**src/rtl/bluetooth_decoder_if.sv**
```systemverilog
// Byte-stream and decoded-result bundle for the BLE UART frame decoder.
// The byte source has no ready; every valid byte with enable high is taken.
interface bluetooth_decoder_if;
  logic        enable;
  logic [7:0]  byte_in;
  logic        byte_valid;
  logic [31:0] output_data;
  logic [3:0]  command_select;
  logic        done;
  logic        error;
  logic        busy;

  modport master (
    output enable, byte_in, byte_valid,
    input  output_data, command_select, done, error, busy
  );

  modport slave (
    input  enable, byte_in, byte_valid,
    output output_data, command_select, done, error, busy
  );
endinterface

```
**src/rtl/bluetooth_decoder.sv**
```systemverilog
// Decodes 16-byte "AT+BLEUART<T|R>X<4 payload>" frames into a 32-bit word and command.
// done is 1 clock after the last payload byte; no backpressure, bytes are taken when valid.
module bluetooth_decoder #(
  parameter int TIMEOUT_CYCLES = 1000
) (
  input  logic                clk,
  input  logic                reset,
  bluetooth_decoder_if.slave  bus
);

  localparam int TW = $clog2(TIMEOUT_CYCLES + 1);

  typedef enum logic [2:0] {IDLE, PREFIX, PAYLOAD, DONE, ERR} state_t;

  state_t      state_q, state_d;
  logic [3:0]  idx_q, idx_d;
  logic [TW-1:0] tmo_q, tmo_d;
  logic        resync_q, resync_d;
  logic [3:0]  type_q, type_d;
  logic [23:0] pay_q, pay_d;
  logic [31:0] data_q;
  logic [3:0]  cmd_q;
  logic        load_out;

  logic        consume;
  logic        in_prefix;
  logic [3:0]  cur_idx;
  logic        prefix_match;
  logic        tmo_hit;

  function automatic logic [7:0] exp_byte(input logic [3:0] i);
    case (i)
      4'd0:    exp_byte = 8'h41;
      4'd1:    exp_byte = 8'h54;
      4'd2:    exp_byte = 8'h2B;
      4'd3:    exp_byte = 8'h42;
      4'd4:    exp_byte = 8'h4C;
      4'd5:    exp_byte = 8'h45;
      4'd6:    exp_byte = 8'h55;
      4'd7:    exp_byte = 8'h41;
      4'd8:    exp_byte = 8'h52;
      4'd9:    exp_byte = 8'h54;
      4'd11:   exp_byte = 8'h58;
      default: exp_byte = 8'h00;
    endcase
  endfunction

  assign consume   = bus.byte_valid & bus.enable;
  // An ERR entered on a stray 0x41 already holds byte 0 of the next frame.
  assign in_prefix = (state_q == PREFIX) || ((state_q == ERR) && resync_q);
  assign cur_idx   = (state_q == ERR) ? 4'd1 : idx_q;
  assign prefix_match = (cur_idx == 4'd10) ? ((bus.byte_in == 8'h54) || (bus.byte_in == 8'h52))
                                           : (bus.byte_in == exp_byte(cur_idx));
  assign tmo_hit   = (tmo_q == TW'(TIMEOUT_CYCLES - 1));

  always_comb begin
    state_d  = state_q;
    idx_d    = idx_q;
    tmo_d    = tmo_q;
    resync_d = 1'b0;
    type_d   = type_q;
    pay_d    = pay_q;
    load_out = 1'b0;

    if (!bus.enable) begin
      state_d = IDLE;
      idx_d   = 4'd0;
      tmo_d   = '0;
    end else if (in_prefix || (state_q == PAYLOAD)) begin
      if (consume) begin
        tmo_d = '0;
        if (state_q == PAYLOAD) begin
          if (idx_q == 4'd15) begin
            state_d  = DONE;
            idx_d    = 4'd0;
            load_out = 1'b1;
          end else begin
            pay_d[{idx_q[1:0], 3'b000} +: 8] = bus.byte_in;
            idx_d = idx_q + 4'd1;
          end
        end else if (prefix_match) begin
          state_d = (cur_idx == 4'd11) ? PAYLOAD : PREFIX;
          idx_d   = cur_idx + 4'd1;
          if (cur_idx == 4'd10)
            type_d = (bus.byte_in == 8'h54) ? 4'h1 : 4'h2;
        end else begin
          state_d  = ERR;
          idx_d    = 4'd0;
          resync_d = (bus.byte_in == 8'h41);
        end
      end else if (tmo_hit) begin
        state_d = ERR;
        idx_d   = 4'd0;
        tmo_d   = '0;
      end else begin
        state_d = (state_q == ERR) ? PREFIX : state_q;
        idx_d   = cur_idx;
        tmo_d   = tmo_q + TW'(1);
      end
    end else begin
      tmo_d = '0;
      if (consume && (bus.byte_in == 8'h41)) begin
        state_d = PREFIX;
        idx_d   = 4'd1;
      end else begin
        state_d = IDLE;
        idx_d   = 4'd0;
      end
    end
  end

  always_ff @(posedge clk) begin
    if (reset) begin
      state_q  <= IDLE;
      idx_q    <= 4'd0;
      tmo_q    <= '0;
      resync_q <= 1'b0;
      type_q   <= 4'h0;
      pay_q    <= 24'h0;
      data_q   <= 32'h0;
      cmd_q    <= 4'h0;
    end else begin
      state_q  <= state_d;
      idx_q    <= idx_d;
      tmo_q    <= tmo_d;
      resync_q <= resync_d;
      type_q   <= type_d;
      pay_q    <= pay_d;
      if (load_out) begin
        data_q <= {bus.byte_in, pay_q};
        cmd_q  <= type_q;
      end
    end
  end

  assign bus.output_data    = data_q;
  assign bus.command_select = cmd_q;
  assign bus.done           = (state_q == DONE);
  assign bus.error          = (state_q == ERR);
  assign bus.busy           = (state_q == PREFIX) || (state_q == PAYLOAD) ||
                              ((state_q == ERR) && resync_q);

endmodule

```
**src/flat_wrapper.sv**
```systemverilog
// flat-port wrapper written by rule: the top's interface ports become plain ports
module bluetooth_decoder_flat 
#(
  parameter int TIMEOUT_CYCLES = 1000
)
  (clk, reset, bus_enable, bus_byte_in, bus_byte_valid, bus_output_data, bus_command_select, bus_done, bus_error, bus_busy);
  bluetooth_decoder_if bus_i ();
  input  logic clk;
  input  logic reset;
  input wire logic [$bits(bus_i.enable)-1:0] bus_enable;
  input wire logic [$bits(bus_i.byte_in)-1:0] bus_byte_in;
  input wire logic [$bits(bus_i.byte_valid)-1:0] bus_byte_valid;
  output wire logic [$bits(bus_i.output_data)-1:0] bus_output_data;
  output wire logic [$bits(bus_i.command_select)-1:0] bus_command_select;
  output wire logic [$bits(bus_i.done)-1:0] bus_done;
  output wire logic [$bits(bus_i.error)-1:0] bus_error;
  output wire logic [$bits(bus_i.busy)-1:0] bus_busy;
  assign bus_i.enable = bus_enable;
  assign bus_i.byte_in = bus_byte_in;
  assign bus_i.byte_valid = bus_byte_valid;
  assign bus_output_data = bus_i.output_data;
  assign bus_command_select = bus_i.command_select;
  assign bus_done = bus_i.done;
  assign bus_error = bus_i.error;
  assign bus_busy = bus_i.busy;
  bluetooth_decoder #(.TIMEOUT_CYCLES(TIMEOUT_CYCLES)) u_core (.clk(clk), .reset(reset), .bus(bus_i));
endmodule
```
**config.mk**
```make
export PLATFORM = sky130hd
export DESIGN_NAME = bluetooth_decoder_flat
export DESIGN_NICKNAME = d
export VERILOG_FILES = /design/src/rtl/bluetooth_decoder_if.sv /design/src/rtl/bluetooth_decoder.sv /design/src/flat_wrapper.sv
export SDC_FILE = /design/constraint.sdc
export NUM_CORES = 1
export LEC_CHECK = 0
export CORE_MARGIN = 3
export CORE_UTILIZATION = 49
export DETAILED_ROUTE_END_ITERATION = 8
export PLACE_DENSITY = 0.76
export SLEW_MARGIN = 20
export SYNTH_ARGS = -nofsm -noshare
export SYNTH_HDL_FRONTEND = slang
export SYNTH_SLANG_ARGS = --single-unit
export TNS_END_PERCENT = 1
```
**constraint.sdc**
```tcl
create_clock -name clk -period 3.09 [get_ports clk]
set_input_delay 0.309 -clock clk [delete_from_list [all_inputs] [get_ports clk]]
set_output_delay 0.309 -clock clk [all_outputs]
set_load 0.02 [all_outputs]
```
---- Yosys cells after proc, flatten, opt, wreduce, memory -nomap -nowiden ----
Memories as Yosys holds them, arrays and structs flattened.
Index checks and enable logic that the tools add are counted.
cells by class
  shifts and indexed selects .............. 2
  add/sub/neg operators ................... 4
  reduce and logical (&&, ||, !) cells .... 13
  muxes and demuxes ....................... 25
  equal/unequal tests ..................... 14
  bitwise gates (word level) .............. 6
operators with widths
  cell                                                   number
  2-to-1 mux 4 bit                                       7
  bitwise mux 24 bit                                     1
  equality test 8 x 7 -> 1 bit (second input constant)   3
  variable shift 8 x 7 -> 24 bit (first input constant)  1
  variable part select 8 x 7 -> 24 bit                   1
  2-to-1 mux 3 bit                                       7
  equality test 4 bit (second input constant)            3
  adder 10 x 1 -> 10 bit (second input constant)         1
  equality test 10 bit (second input constant)           1
  adder 4 x 1 -> 4 bit (second input constant)           2
  equality test 8 bit                                    1
  2-to-1 mux 1 bit                                       8
  negation 5 -> 7 bit                                    1
  equality test 3 x 2 -> 1 bit (second input constant)   2
  AND reduction 6 bit                                    1
  OR reduction 6 bit                                     1
  logical OR 1 bit                                       5
  inverter 1 bit                                         5
  AND reduction 5 bit                                    1
  OR reduction 5 bit                                     1
  2-to-1 mux 2 bit                                       2
  != test 4 x 2 -> 1 bit (second input constant)         1
  != test 4 bit (second input constant)                  1
  equality test 3 x 1 -> 1 bit (second input constant)   1
  5 further kinds                                        6
storage, ports and cells
  memory bits (read-only) ................. 112
  register bits after elaboration ......... 82
  memories kept ........................... 1
  logic and storage cells ................. 73
memories
  memory           words  bits a word  rd ports  clocked after Yosys merged registers in  write ports  RTL line                 RTL
  (no name shown)  16     7            1         0                                        0            bluetooth_decoder.sv:32  case (i)

---- Depth between registers and ports, before layout ----
Gate-level depths: netlist of the first run.
An unclocked memory read counts as a cell.
  word-level depth ........................ 9
  mapped depth ............................ 14

---- Least setup slack after synthesis of the first run ----
Ideal clock, no wire load.
  path type ............................... register to register
  start point ............................. reg u_core.state_q[0]
  end point ............................... reg u_core.idx_q[1]
  path buffers ............................ 2
  required time ........................... 3020 ps
  arrival ................................. 2884 ps
  cell stages (with the launch flop) ...... 13
  setup time .............................. 70 ps
  period minus slack after synthesis ...... 2954 ps
  path slack .............................. 136 ps
  cells stage by stage .................... dfxtp_1 > or3b_1 > buf_6 > inv_6 > buf_2 > nor2_1 > ha_1 > a211oi_1 > a41oi_1 > a211oi_2 > a21oi_2 > or4_1 > a21oi_1
on the way
  longest elaborated chain between the ends .. 9
  elaborated cells between the ends (all ways) .. 17
RTL lines
  item                      RTL line                  RTL
  start: declaration        bluetooth_decoder.sv:15   state_t state_q, state_d;
  start signal: assignment  bluetooth_decoder.sv:123  state_q <= state_d;
  equality test 3 bit *     -
  via bus_error             flat_wrapper.sv:16        output wire logic [$bits(bus_i.error)-1:0] bus_error;
  2-to-1 mux 4 bit          bluetooth_decoder.sv:51   assign cur_idx = (state_q == ERR) ? 4'd1 : idx_q;
  memory (16 x 7 bit)       -
  equality test 8 bit       bluetooth_decoder.sv:53   : (bus.byte_in == exp_byte(cur_idx));
  2-to-1 mux 1 bit          bluetooth_decoder.sv:52   assign prefix_match = (cur_idx == 4'd10) ? ((bus.byte_in == 8'h54) || (bus.byte_in == 8'h52))
  2-to-1 mux 4 bit          bluetooth_decoder.sv:81   end else if (prefix_match) begin
  2-to-1 mux 4 bit          bluetooth_decoder.sv:72   if (state_q == PAYLOAD) begin
  2-to-1 mux 4 bit          bluetooth_decoder.sv:70   if (consume) begin
  2-to-1 mux 4 bit *        bluetooth_decoder.sv:69   end else if (in_prefix || (state_q == PAYLOAD)) begin
  end signal: assignment    bluetooth_decoder.sv:124  idx_q <= idx_d;
  end: declaration          bluetooth_decoder.sv:16   logic [3:0] idx_q, idx_d;
Mark *: on every way through the listed nets, which the timed path passes. The rest lies on a longest branch.
A chain may end at the register's enable or synchronous reset.

---- Final worst setup path of the first run ----
  start point ............................. reg u_core.state_q[1]
  end point ............................... reg u_core.idx_q[1]
on the way
  longest elaborated chain between the ends .. 9
  elaborated cells between the ends (all ways) .. 17
RTL lines
  item                 RTL line
  equality test 3 bit  bluetooth_decoder.sv:50, bluetooth_decoder.sv:51
  2-to-1 mux 4 bit     bluetooth_decoder.sv:51
  memory (16 x 7 bit)  -
  equality test 8 bit  bluetooth_decoder.sv:53
  2-to-1 mux 1 bit     bluetooth_decoder.sv:52
  2-to-1 mux 4 bit     bluetooth_decoder.sv:81
  2-to-1 mux 4 bit     bluetooth_decoder.sv:72
  2-to-1 mux 4 bit     bluetooth_decoder.sv:70
  2-to-1 mux 4 bit *   bluetooth_decoder.sv:69
Mark *: on every way between the ends. The rest lies on a longest branch, timed or not.

==> summary.txt, run 1 <==
Timing
  – Slew Limit Fails: 0
  – Worst setup margin: around 0.21 ns
  – RSZ-0062 raised after global routing: false
  – Final Hold Fails: 0
  – Clock Skew: 0.0114 ns
  – Slew HR: 0.584
  – Setup-failing EPs final: 0
  – Setup_tns: 0 ns
  – Max Clock Freq: 348 MHz
  – Worst-Margin Slew: slightly above 0.6 ns
  – Final min period: roughly 2.9 ns
  – Tcrit/Tclk final: 0.931

Setup path
  – Critical path buffers and inverters: 3
  – Crit path cell chain: or3b_4, inv_6, nor2_1, inv_1, ha_1, a211oi_1, buf_4, nor4_2, mux2i_1, a211oi_2, a21oi_2, or4_1, a21oi_1
  – Type of destination of the critical path: register
  – Delay-heaviest family, CP: simple AND/OR/NAND/NOR gates
  – Setup CP Type: reg2reg
  – Worst-path fanout max: 7
  – Crit path DAT: 3.18 ns
  – Crit. Startpoint: u_core.state_q[1]
  – Slowest CP cell: or3b_4
  – Max incr delay on CP: 0.46 ns
  – Crit path launch type: register
  – Worst R2R Start: u_core.state_q[1]
  – Worst Path Required: 3.39 ns

Global routing
  – Initial antenna violation count: 0
  – Grt ovf: 0
  – Overall routing resource usage: 0.213
  – Pin count of the biggest net entering global routing: 64
  – First-pass GRT wire length: 14.6 mm
  – Vias in the first global route: 3,059

Die
  – Row count: 30
  – Initial core utilization: 0.524
  – Die width: 92.6 um
  – Die ar.: 0.00858 sq mm
  – I/O pin count: 51
  – Floorplan Core Area: 0.00702 sq mm
  – Die Y: between 90 and 100 um

Synth
  – Most used DFF post-synth: dfxtp_1
  – Mapped Cells: 479
  – Avg Inst Size Synth: 7.68 sq um
  – Synth cell types: 52
  – Register bit total from synthesis: 78
  – Post-synthesis sequential area ratio: 0.424
  – Yosys warns: 0
  – Mapped Area: 0.00368 sq mm
  – Number of enable flip-flop cells after synthesis: 0
  – Ys async rst share: 0

Final layout
  – Area Growth Syn to Fin: 22.3%
  – Most frequent cells in the layout: nand2_1, dfxtp_1, a21oi_1, clkdlybuf4s50_1
  – Layout cells sized above 1: 0.0870
  – Nets: 546
  – Final Instance Area: 0.00450 sq mm
  – Fin util: 0.641
  – Filler cell count: between 600 and 700
  – Commonest non-fill, non-tap cell in the layout: nand2_1
  – Antenna cells: 0
  – Area of the multi-input gates: 0.00196 sq mm
  – Register area: about 0.0016 sq mm

Clock tree
  – Root Driver: clkbuf_8
  – CTS buffer count: 9
  – CTS clk-pin slew, worst paths: ~0.08 ns
  – CTS tree: yes
  – Clk sinks: 78
  – Worst-Skew Late Latency: 0.37 ns
  – H-tree levels: 3
  – Max clock buf depth: 2
  – Post-CTS Hold Fix Bufs: 0

Place
  – Place WS: 0.107 ns
  – Buffers added on ports: 48
  – Placement Cell Area: 0.00425 sq mm
  – GPL Wtd Cong: 0.937
  – DP HPWL: just over 6 mm

Route
  – Vias: approximately 3,400
  – Drt pass-1 iters: 5
  – Wire per inst: 14.3 um
  – DR vias/cell: 5.40
  – Routed Antenna Nets: 0
  – Starting DRT DRC Count: 146
  – Remaining design rule violation count: 0
  – DRT Wirelength: between 8 and 9 mm

Power and ir drop
  – Sw Share: 0.235
  – Internal: 1.49 mW
  – Combinational power share: 0.035
  – Cell leakage power: between 1.5 and 2 nW
  – Clock power share: 0.451
  – Tot Pwr: 1.95 mW
  – Sw Pwr: 0.458 mW
  – Power per cell area: 434 mW/mm^2
  – Worst IR Drop VDD: between 200 and 250 uV
  – Sequential Power Share: 0.514

Worst hold path
  – Hold/Removal Path Class: in2reg
  – Hold path startpoint: reset

Outcome
  – Status: finished clean

Flow run
  – Max_cap viols: 0
-- what timing repair did --
action / CTS / global route
endpoints found under the setup margin: 0 / 6
buffers inserted: 0 / 1
resized for setup: 0 / 3
-- per-stage QoR --
step,hold WS (ns),cells
2_1_floorplan,0.421,480
3_3_place_gp,0.441,608
3_5_place_dp,0.444,608
4_1_cts,0.429,624
5_1_grt,0.449,625
6_report,0.445,625
-- registers in the layout (all words and copies together), names as in the netlist --
register	count
u_core.tmo_q	10
u_core.resync_q	1
u_core.idx_q	4
u_core.bus.command_select	2
u_core.pay_q	24
u_core.state_q	3
u_core.type_q	2
u_core.bus.output_data	32
-- cells in the mapped netlist (2+ instances only) --
| master | instances | share of area |
|---|---|---|
| and3b_1 | 2 | 0.0048 |
| inv_1 | 9 | 0.0092 |
| or3_1 | 6 | 0.010 |
| o21ai_0 | 8 | 0.011 |
| buf_2 | 4 | 0.0054 |
| nor3b_1 | 8 | 0.016 |
| xnor2_1 | 8 | 0.019 |
| and3_1 | 5 | 0.0085 |
| nor3_1 | 7 | 0.0095 |
| a21oi_1 | 67 | 0.091 |
| o31ai_1 | 2 | 0.0041 |
| o41ai_1 | 2 | 0.0048 |
| a22oi_1 | 3 | 0.0061 |
| nor4_1 | 2 | 0.0034 |
| a211o_1 | 2 | 0.0048 |
| nand3_1 | 32 | 0.044 |
| nand4_1 | 2 | 0.0034 |
| or2_2 | 2 | 0.0034 |
| a211oi_1 | 2 | 0.0041 |
| nand2b_1 | 9 | 0.015 |
| and2_1 | 6 | 0.010 |
| o22ai_1 | 2 | 0.0034 |
| nand2_1 | 110 | 0.11 |
| dfxtp_1 | 78 | 0.42 |
| xor2_1 | 4 | 0.0095 |
| ha_1 | 10 | 0.034 |
| clkbuf_1 | 22 | 0.022 |
| nor2_1 | 33 | 0.034 |
| buf_4 | 2 | 0.0041 |
| nor2b_1 | 7 | 0.012 |
| a31oi_1 | 2 | 0.0034 |
-- worst register-to-register path, delay by kind of cell (launching register included) --
| kind | cells | cell delay [ns] |
|---|---|---|
| simple gates | 4 | 1.08 |
| compound gates | 4 | 0.73 |
| flops | 1 | 0.37 |
| buf+inv | 3 | 0.37 |
| fa+ha+maj | 1 | 0.15 |
| mux | 1 | 0.13 |
-- worst paths after layout --
| kind | slack, ns | cells after the start | endpoint |
|---|---|---|---|
| worst min-delay path | 0.45 | 4 | u_core.idx_q[1] |
| worst max register to register | 0.21 | 13 | u_core.idx_q[1] |
| worst max-delay path | 0.21 | 13 | u_core.idx_q[1] |
| worst min register to register | 0.45 | 2 | u_core.bus.output_data[21] |
-- area by class of cell --
cell class,count,area share
Sequential cell,78,0.347
Timing Repair Buffer,63,0.131
Clock inverter,7,0.0234
Clock buffer,9,0.0275
Multi-Input combinational cell,362,0.435
Inverter,10,0.00945
Tap cell,96,0.0267
-- metal layers --
| metal | vias to the layer above | track usage | part of all wire |
|---|---|---|---|
| li1 | 1714 | - | - |
| met1 | 1554 | 0.267 | 0.44 |
| met2 | 92 | 0.349 | 0.49 |
| met3 | 16 | 0.0487 | 0.054 |
| met4 | 0 | 0.0989 | 0.024 |
| met5 | - | 0 | 0 |
-- power groups by stage --
stage,Sequential [mW],Combinational (mW),Clock [mW]
2_1_floorplan,1.03,0.0379,0
3_3_place_gp,1.03,0.0663,0
5_1_grt,1.00,0.0729,0.945
4_1_cts,1.00,0.0666,0.897
3_5_place_dp,1.03,0.0663,0
6_report,1.00,0.0675,0.880
-- cell families after synthesis --
| group | Yosys count | synth area share |
|---|---|---|
| compound gates | 102 | 0.166 |
| xor+xnor | 12 | 0.0286 |
| fa+ha+maj | 10 | 0.0340 |
| buf+inv | 40 | 0.0480 |
| flops | 78 | 0.424 |
| mux | 1 | 0.00272 |
| other cells | 1 | 0.00102 |
| simple gates | 235 | 0.296 |
Note: power is estimated with default switching activity, not from simulation.
==> run 2, diff against run 1 <==
Settings changed: CORE_UTILIZATION 49 to 50, GPL_ROUTABILITY_DRIVEN from default to 1, PLACE_DENSITY 0.76 to 0.74.
Clock period 3.09 ns to 2.7 ns, I/O delays scaled along.
==> summary.txt, run 2 (synthesis gave the netlist of run 1 again) <==
Final layout
  – Commonest non-fill, non-tap cell in the layout: nand2_1
  – Fin util: 0.667
  – Filler cell count: 638
  – Antenna cells: 0
  – Area of the multi-input gates: 0.00200 sq mm
  – Register area: 0.00157 sq mm
  – Most frequent cells in the layout: nand2_1, dfxtp_1, a21oi_1, clkdlybuf4s50_1
  – Area Growth Syn to Fin: 26.0%
  – Max FFs per register: 32
  – Final Non-Filler Cells: 642
  – Layout cells sized above 1: 0.134
  – Final Instance Area: 0.00463 sq mm
  – Nets: 563

Setup path
  – Max incr delay on CP: around 0.4 ns
  – Crit path launch type: register
  – Setup CP Type: reg2reg
  – Delay-heaviest family, CP: compound AO/OA/AOI/OAI gates
  – Slowest CP cell: or3b_4
  – Worst-path fanout max: 4
  – Crit path cell chain: or3b_4, clkinv_4, nor2_2, inv_1, ha_2, a211oi_4, nor4_1, mux2i_1, a211oi_2, buf_4, a21o_1, a211o_1, o41ai_1
  – Type of destination of the critical path: register
  – Critical path buffers and inverters: 3
  – Worst Path Required: 2.92 ns
  – Crit path DAT: between 2 and 3 ns

Route
  – Drt pass-1 iters: 4
  – Remaining design rule violation count: 0
  – Routed Antenna Nets: 0
  – Starting DRT DRC Count: 138
  – DR vias/cell: 5.45
  – Wire per inst: roughly 15 um
  – Vias: 3,496
  – DRT Wirelength: 9.32 mm

Power and ir drop
  – Cell leakage power: 1.60 nW
  – Sw Pwr: 0.533 mW
  – Power per cell area: 446 mW/mm^2
  – Combinational power share: 0.042
  – Sw Share: 0.258
  – Sequential Power Share: 0.556
  – Worst IR Drop VDD: 214 uV
  – Internal: roughly 1.5 mW
  – Clock power share: 0.403

Die
  – Die ar.: 0.00842 sq mm
  – Floorplan Core Area: 0.00694 sq mm
  – Initial core utilization: 0.530
  – Die Y: 91.8 um
  – I/O pin count: 51
  – Row count: 30
  – Die width: 91.8 um

Clock tree
  – CTS clk-pin slew, worst paths: 0.09 ns
  – H-tree levels: 3
  – Root Driver: clkbuf_8
  – Worst-Skew Late Latency: between 0.3 and 0.4 ns
  – Clk sinks: 78
  – Post-CTS Hold Fix Bufs: 0
  – CTS tree: yes
  – CTS buffer count: 9
  – Max clock buf depth: 2

Place
  – Place WS: approximately 0.011 ns
  – DP HPWL: 6.65 mm
  – Buffers added on ports: 48
  – Placement Cell Area: about 0.0044 sq mm
  – Placed Instances: 622
  – GPL Wtd Cong: 0.916

Timing
  – Max Clock Freq: approximately 380 MHz
  – Tcrit/Tclk final: 0.965
  – Worst-Margin Slew: slightly above 0.6 ns
  – Setup_tns: 0 ns
  – Slew HR: 0.591
  – Worst setup margin: 0.0957 ns
  – Clock Skew: 0.00993 ns
  – Final Hold Fails: 0
  – Final min period: approximately 2.6 ns
  – Setup-failing EPs final: 0
  – Slew Limit Fails: 0

Global routing
  – Grt ovf: 0
  – Overall routing resource usage: 0.230
  – Initial antenna violation count: 0
  – First-pass GRT wire length: 15.8 mm
  – Vias in the first global route: 3,315
  – Pin count of the biggest net entering global routing: between 60 and 70

Flow run
  – Max_cap viols: 0

Outcome
  – Status: finished clean

Worst hold path
  – Hold/Removal Path Class: in2reg
run 2: cell count changes in the layout (fill, tap and decap cells not counted), sizes merged:
cell    previous run  this run
buf               16        33
bufinv             2         0
clkinv             1         3
run 2: stage by stage:
step	total power [mW]	hold slack, ns
detailed placement	1.26	0.444
floorplan	1.22	0.375
global route	2.16	0.414
finish	2.07	0.377
CTS	2.08	0.380
global placement	1.26	0.440
run 2: power by group through the flow:
stage          clock, mW  sequential [mW]  combinational, mW
2_1_floorplan          0             1.18             0.0435
3_3_place_gp           0             1.18             0.0834
3_5_place_dp           0             1.18             0.0838
4_1_cts            0.851             1.15             0.0846
5_1_grt            0.917             1.15             0.0926
6_report           0.832             1.15             0.0860
run 2: final cells by class:
cell class                      instances  share of cell area
Clock buffer                            9              0.0267
Clock inverter                          7              0.0135
Inverter                               10             0.00918
Multi-Input combinational cell        362               0.432
Sequential cell                        78               0.338
Tap cell                               96              0.0259
Timing Repair Buffer                   80               0.154
run 2: metal layers:
layer / share of wire / routed length (um) / global-route usage / vias up
met1: 0.44 / 4080 / 0.288 / 1635
li1: - / - / - / 1749
met2: 0.50 / 4630 / 0.390 / 91
met4: 0.021 / 195 / 0.0854 / 0
met3: 0.044 / 412 / 0.0451 / 21
met5: 0 / 0 / 0 / -
run 2: repair_timing:
item | CTS | global route
resized for setup | 4 | 10
endpoints found under the setup margin | 1 | 8
pin swaps | 3 | 3
buffers inserted | 2 | 2
run 2: path summary, 6_finish.rpt:
check                           slack, ns                        end                       from  depth (start not counted)
worst max-delay path                  0.1           u_core.type_q[0]          u_core.state_q[2]                         13
worst min-delay path                 0.38            u_core.idx_q[1]                      reset                          4
worst max register to register        0.1           u_core.type_q[0]          u_core.state_q[2]                         13
worst min register to register       0.46  u_core.bus.output_data[8]  u_core.bus.output_data[8]                          2
run 2: worst register-to-register path, cell delays in order (launching register included):
cell and delay [ns]:
dfxtp_4 0.35, or3b_4 0.39, clkinv_4 0.07, nor2_2 0.05, inv_1 0.08, ha_2 0.19, a211oi_4 0.07, nor4_1 0.22
mux2i_1 0.14, a211oi_2 0.32, buf_4 0.17, a21o_1 0.19, a211o_1 0.15, o41ai_1 0.06
==> run 3, diff against run 2 <==
Settings changed: ABC_AREA from default to 1, CAP_MARGIN from default to 0.
==> summary.txt, run 3 <==
Outcome
  – Status: finished clean

Final layout
  – Area Growth Syn to Fin: 19.1%
  – Layout cells sized above 1: 0.0981
  – Commonest non-fill, non-tap cell in the layout: nand2_1
  – Antenna cells: 0
  – Filler cell count: 674
  – Nets: 588
  – Max FFs per register: 32
  – Most frequent cells in the layout: nand2_1, dfxtp_1, a21oi_1, nand3_1, clkdlybuf4s50_1

Die
  – I/O pin count: 51
  – Die width: 93.4 um
  – Row count: 31
  – Die Y: a little over 90 um
  – Initial core utilization: 0.520
  – Die ar.: between 0.008 and 0.009 sq mm
  – Floorplan Core Area: 0.00733 sq mm

Setup path
  – Crit path launch type: register
  – Worst-path fanout max: 17
  – Worst Path Required: 2.99 ns
  – Delay-heaviest family, CP: simple AND/OR/NAND/NOR gates
  – Crit path cell chain: nor2_2, nand2_4, nand2_2, ha_1, or2_2, nand3b_1, nand2_1, nor2_1, nand2_2, nand2_4, nand3_2, nand2_1, nand2_1, a21oi_1
  – Setup CP Type: reg2reg
  – Critical path buffers and inverters: 0
  – Max incr delay on CP: 0.40 ns
  – Crit path DAT: 2.68 ns
  – Type of destination of the critical path: register
  – Slowest CP cell: dfxtp_1
  – Critical Path Most Common Cell: nand2_1

Synth
  – Most used DFF post-synth: dfxtp_1
  – Ys async rst share: 0
  – Dominant cell type by area after synthesis: dfxtp_1
  – Avg Inst Size Synth: 7.28 sq um
  – Most common library cells after synthesis: nand2_1, dfxtp_1, a21oi_1
  – Yosys warns: 0
  – Post-synthesis sequential area ratio: 0.409
  – Mapped Area: 0.00381 sq mm
  – Number of enable flip-flop cells after synthesis: 0
  – Mapped Cells: 524
  – Count leader, synth: nand2_1
  – Register bit total from synthesis: 78
  – Synth cell types: 37
  – Synth top area share: 0.409
  – Synth top area cells: dfxtp_1, nand2_1, a21oi_1

Timing
  – RSZ-0062 raised after global routing: false
  – Slew Limit Fails: 0
  – Setup_tns: 0 ns
  – Worst-Margin Slew: 0.747 ns
  – Worst setup margin: 0.310 ns
  – Final Hold Fails: 0
  – Slew HR: 0.498
  – Tcrit/Tclk final: 0.885
  – Clock Skew: 0.00601 ns
  – Setup-failing EPs final: 0
  – Max Clock Freq: roughly 420 MHz
  – Final min period: roughly 2.4 ns

Clock tree
  – Root Driver: clkbuf_8
  – H-tree levels: 3
  – Clk sinks: 78
  – CTS tree: yes
  – CTS clk-pin slew, worst paths: about 0.080 ns
  – Max clock buf depth: 2
  – Worst-Skew Late Latency: about 0.36 ns
  – Post-CTS Hold Fix Bufs: 0
  – Post-CTS setup buffers: 0
  – CTS buffer count: 9

Global routing
  – Overall routing resource usage: 0.220
  – First-pass GRT wire length: 15.1 mm
  – Pin count of the biggest net entering global routing: 62
  – Grt ovf: 0
  – Vias in the first global route: 3,270
  – Initial antenna violation count: 0

Power and ir drop
  – Tot Pwr: approximately 2.1 mW
  – Worst IR Drop VDD: 274 uV
  – Cell leakage power: 1.68 nW
  – Power per cell area: 463 mW/mm^2

Place
  – GPL Wtd Cong: between 0.9 and 1
  – DP HPWL: 6.48 mm
  – Buffers added on ports: 48
  – Place WS: approximately 0.32 ns

Route
  – Vias: 3,523
  – Routed Antenna Nets: 0
  – Drt pass-1 iters: 5
  – DR vias/cell: 5.26
  – DRT Wirelength: 9.05 mm
  – Starting DRT DRC Count: 169
  – Wire per inst: 13.5 um
  – Remaining design rule violation count: 0

Flow run
  – Max_cap viols: 0

Worst hold path
  – Hold/Removal Path Class: in2reg
run 3: worst paths after layout:
kind | start | end | slack, ns | cells past startpoint
min reg2reg | u_core.tmo_q[0] | u_core.tmo_q[0] | 0.45 | 1
max reg2reg | u_core.state_q[0] | u_core.state_q[1] | 0.31 | 14
min | reset | u_core.idx_q[0] | 0.20 | 4
max | u_core.state_q[0] | u_core.state_q[1] | 0.31 | 14
run 3: final cells by class:
cell class / instances / area, sq um / area share
inverters: 43 / 161 / 0.0355
clock inverters: 5 / 58.8 / 0.0129
repair buffers: 59 / 558 / 0.123
multi-input cells: 375 / 1940 / 0.427
well taps: 99 / 124 / 0.0273
clock buffers: 11 / 141 / 0.0311
flip-flops and latches: 78 / 1560 / 0.344
run 3: per-stage QoR:
step                instance area (sq um)  hold slack [ns]   util  cells
floorplan                            3820            0.418      -    525
global placement                     4340            0.428  0.592    654
detailed placement                   4340            0.439  0.592    654
CTS                                  4540            0.191  0.620    670
global route                         4540            0.212  0.620    670
finish                               4540            0.200  0.620    670
run 3: kinds of logic after synthesis:
group                    count (synthesis)  synth area share
buffers and inverters                   72            0.0840
other                                    1          0.000983
AO/OA/AOI/OAI                           77             0.107
flip-flops                              78             0.409
AND/OR/NAND/NOR                        283             0.359
adder cells (fa/ha/maj)                 10            0.0328
XOR/XNOR                                 3           0.00689
run 3: what timing repair did:
item	CTS	global route
setup endpoints to repair	0	1
gates resized for setup	0	1
hold endpoints to repair	0	0
run 3: layer usage:
layer,up-vias,GRT usage,wire length [um]
met5,-,0,0
met4,0,0.0989,228
met3,22,0.0587,464
met2,99,0.353,4340
met1,1579,0.276,4020
li1,1823,-,-
run 3: report_power, final:
group          switching, mW  internal, mW  total [mW]
combinational         0.0507        0.0255      0.0762
clock                  0.427         0.452       0.879
sequential         0.0000221          1.15        1.15
total                  0.477          1.63        2.10
run 3: tightest hold or removal path: cells and delay by family:
| kind | cells | cell delay [ns] |
|---|---|---|
| buffers and inverters | 1 | 0.10 |
| and+or+nand+nor | 3 | 0.15 |
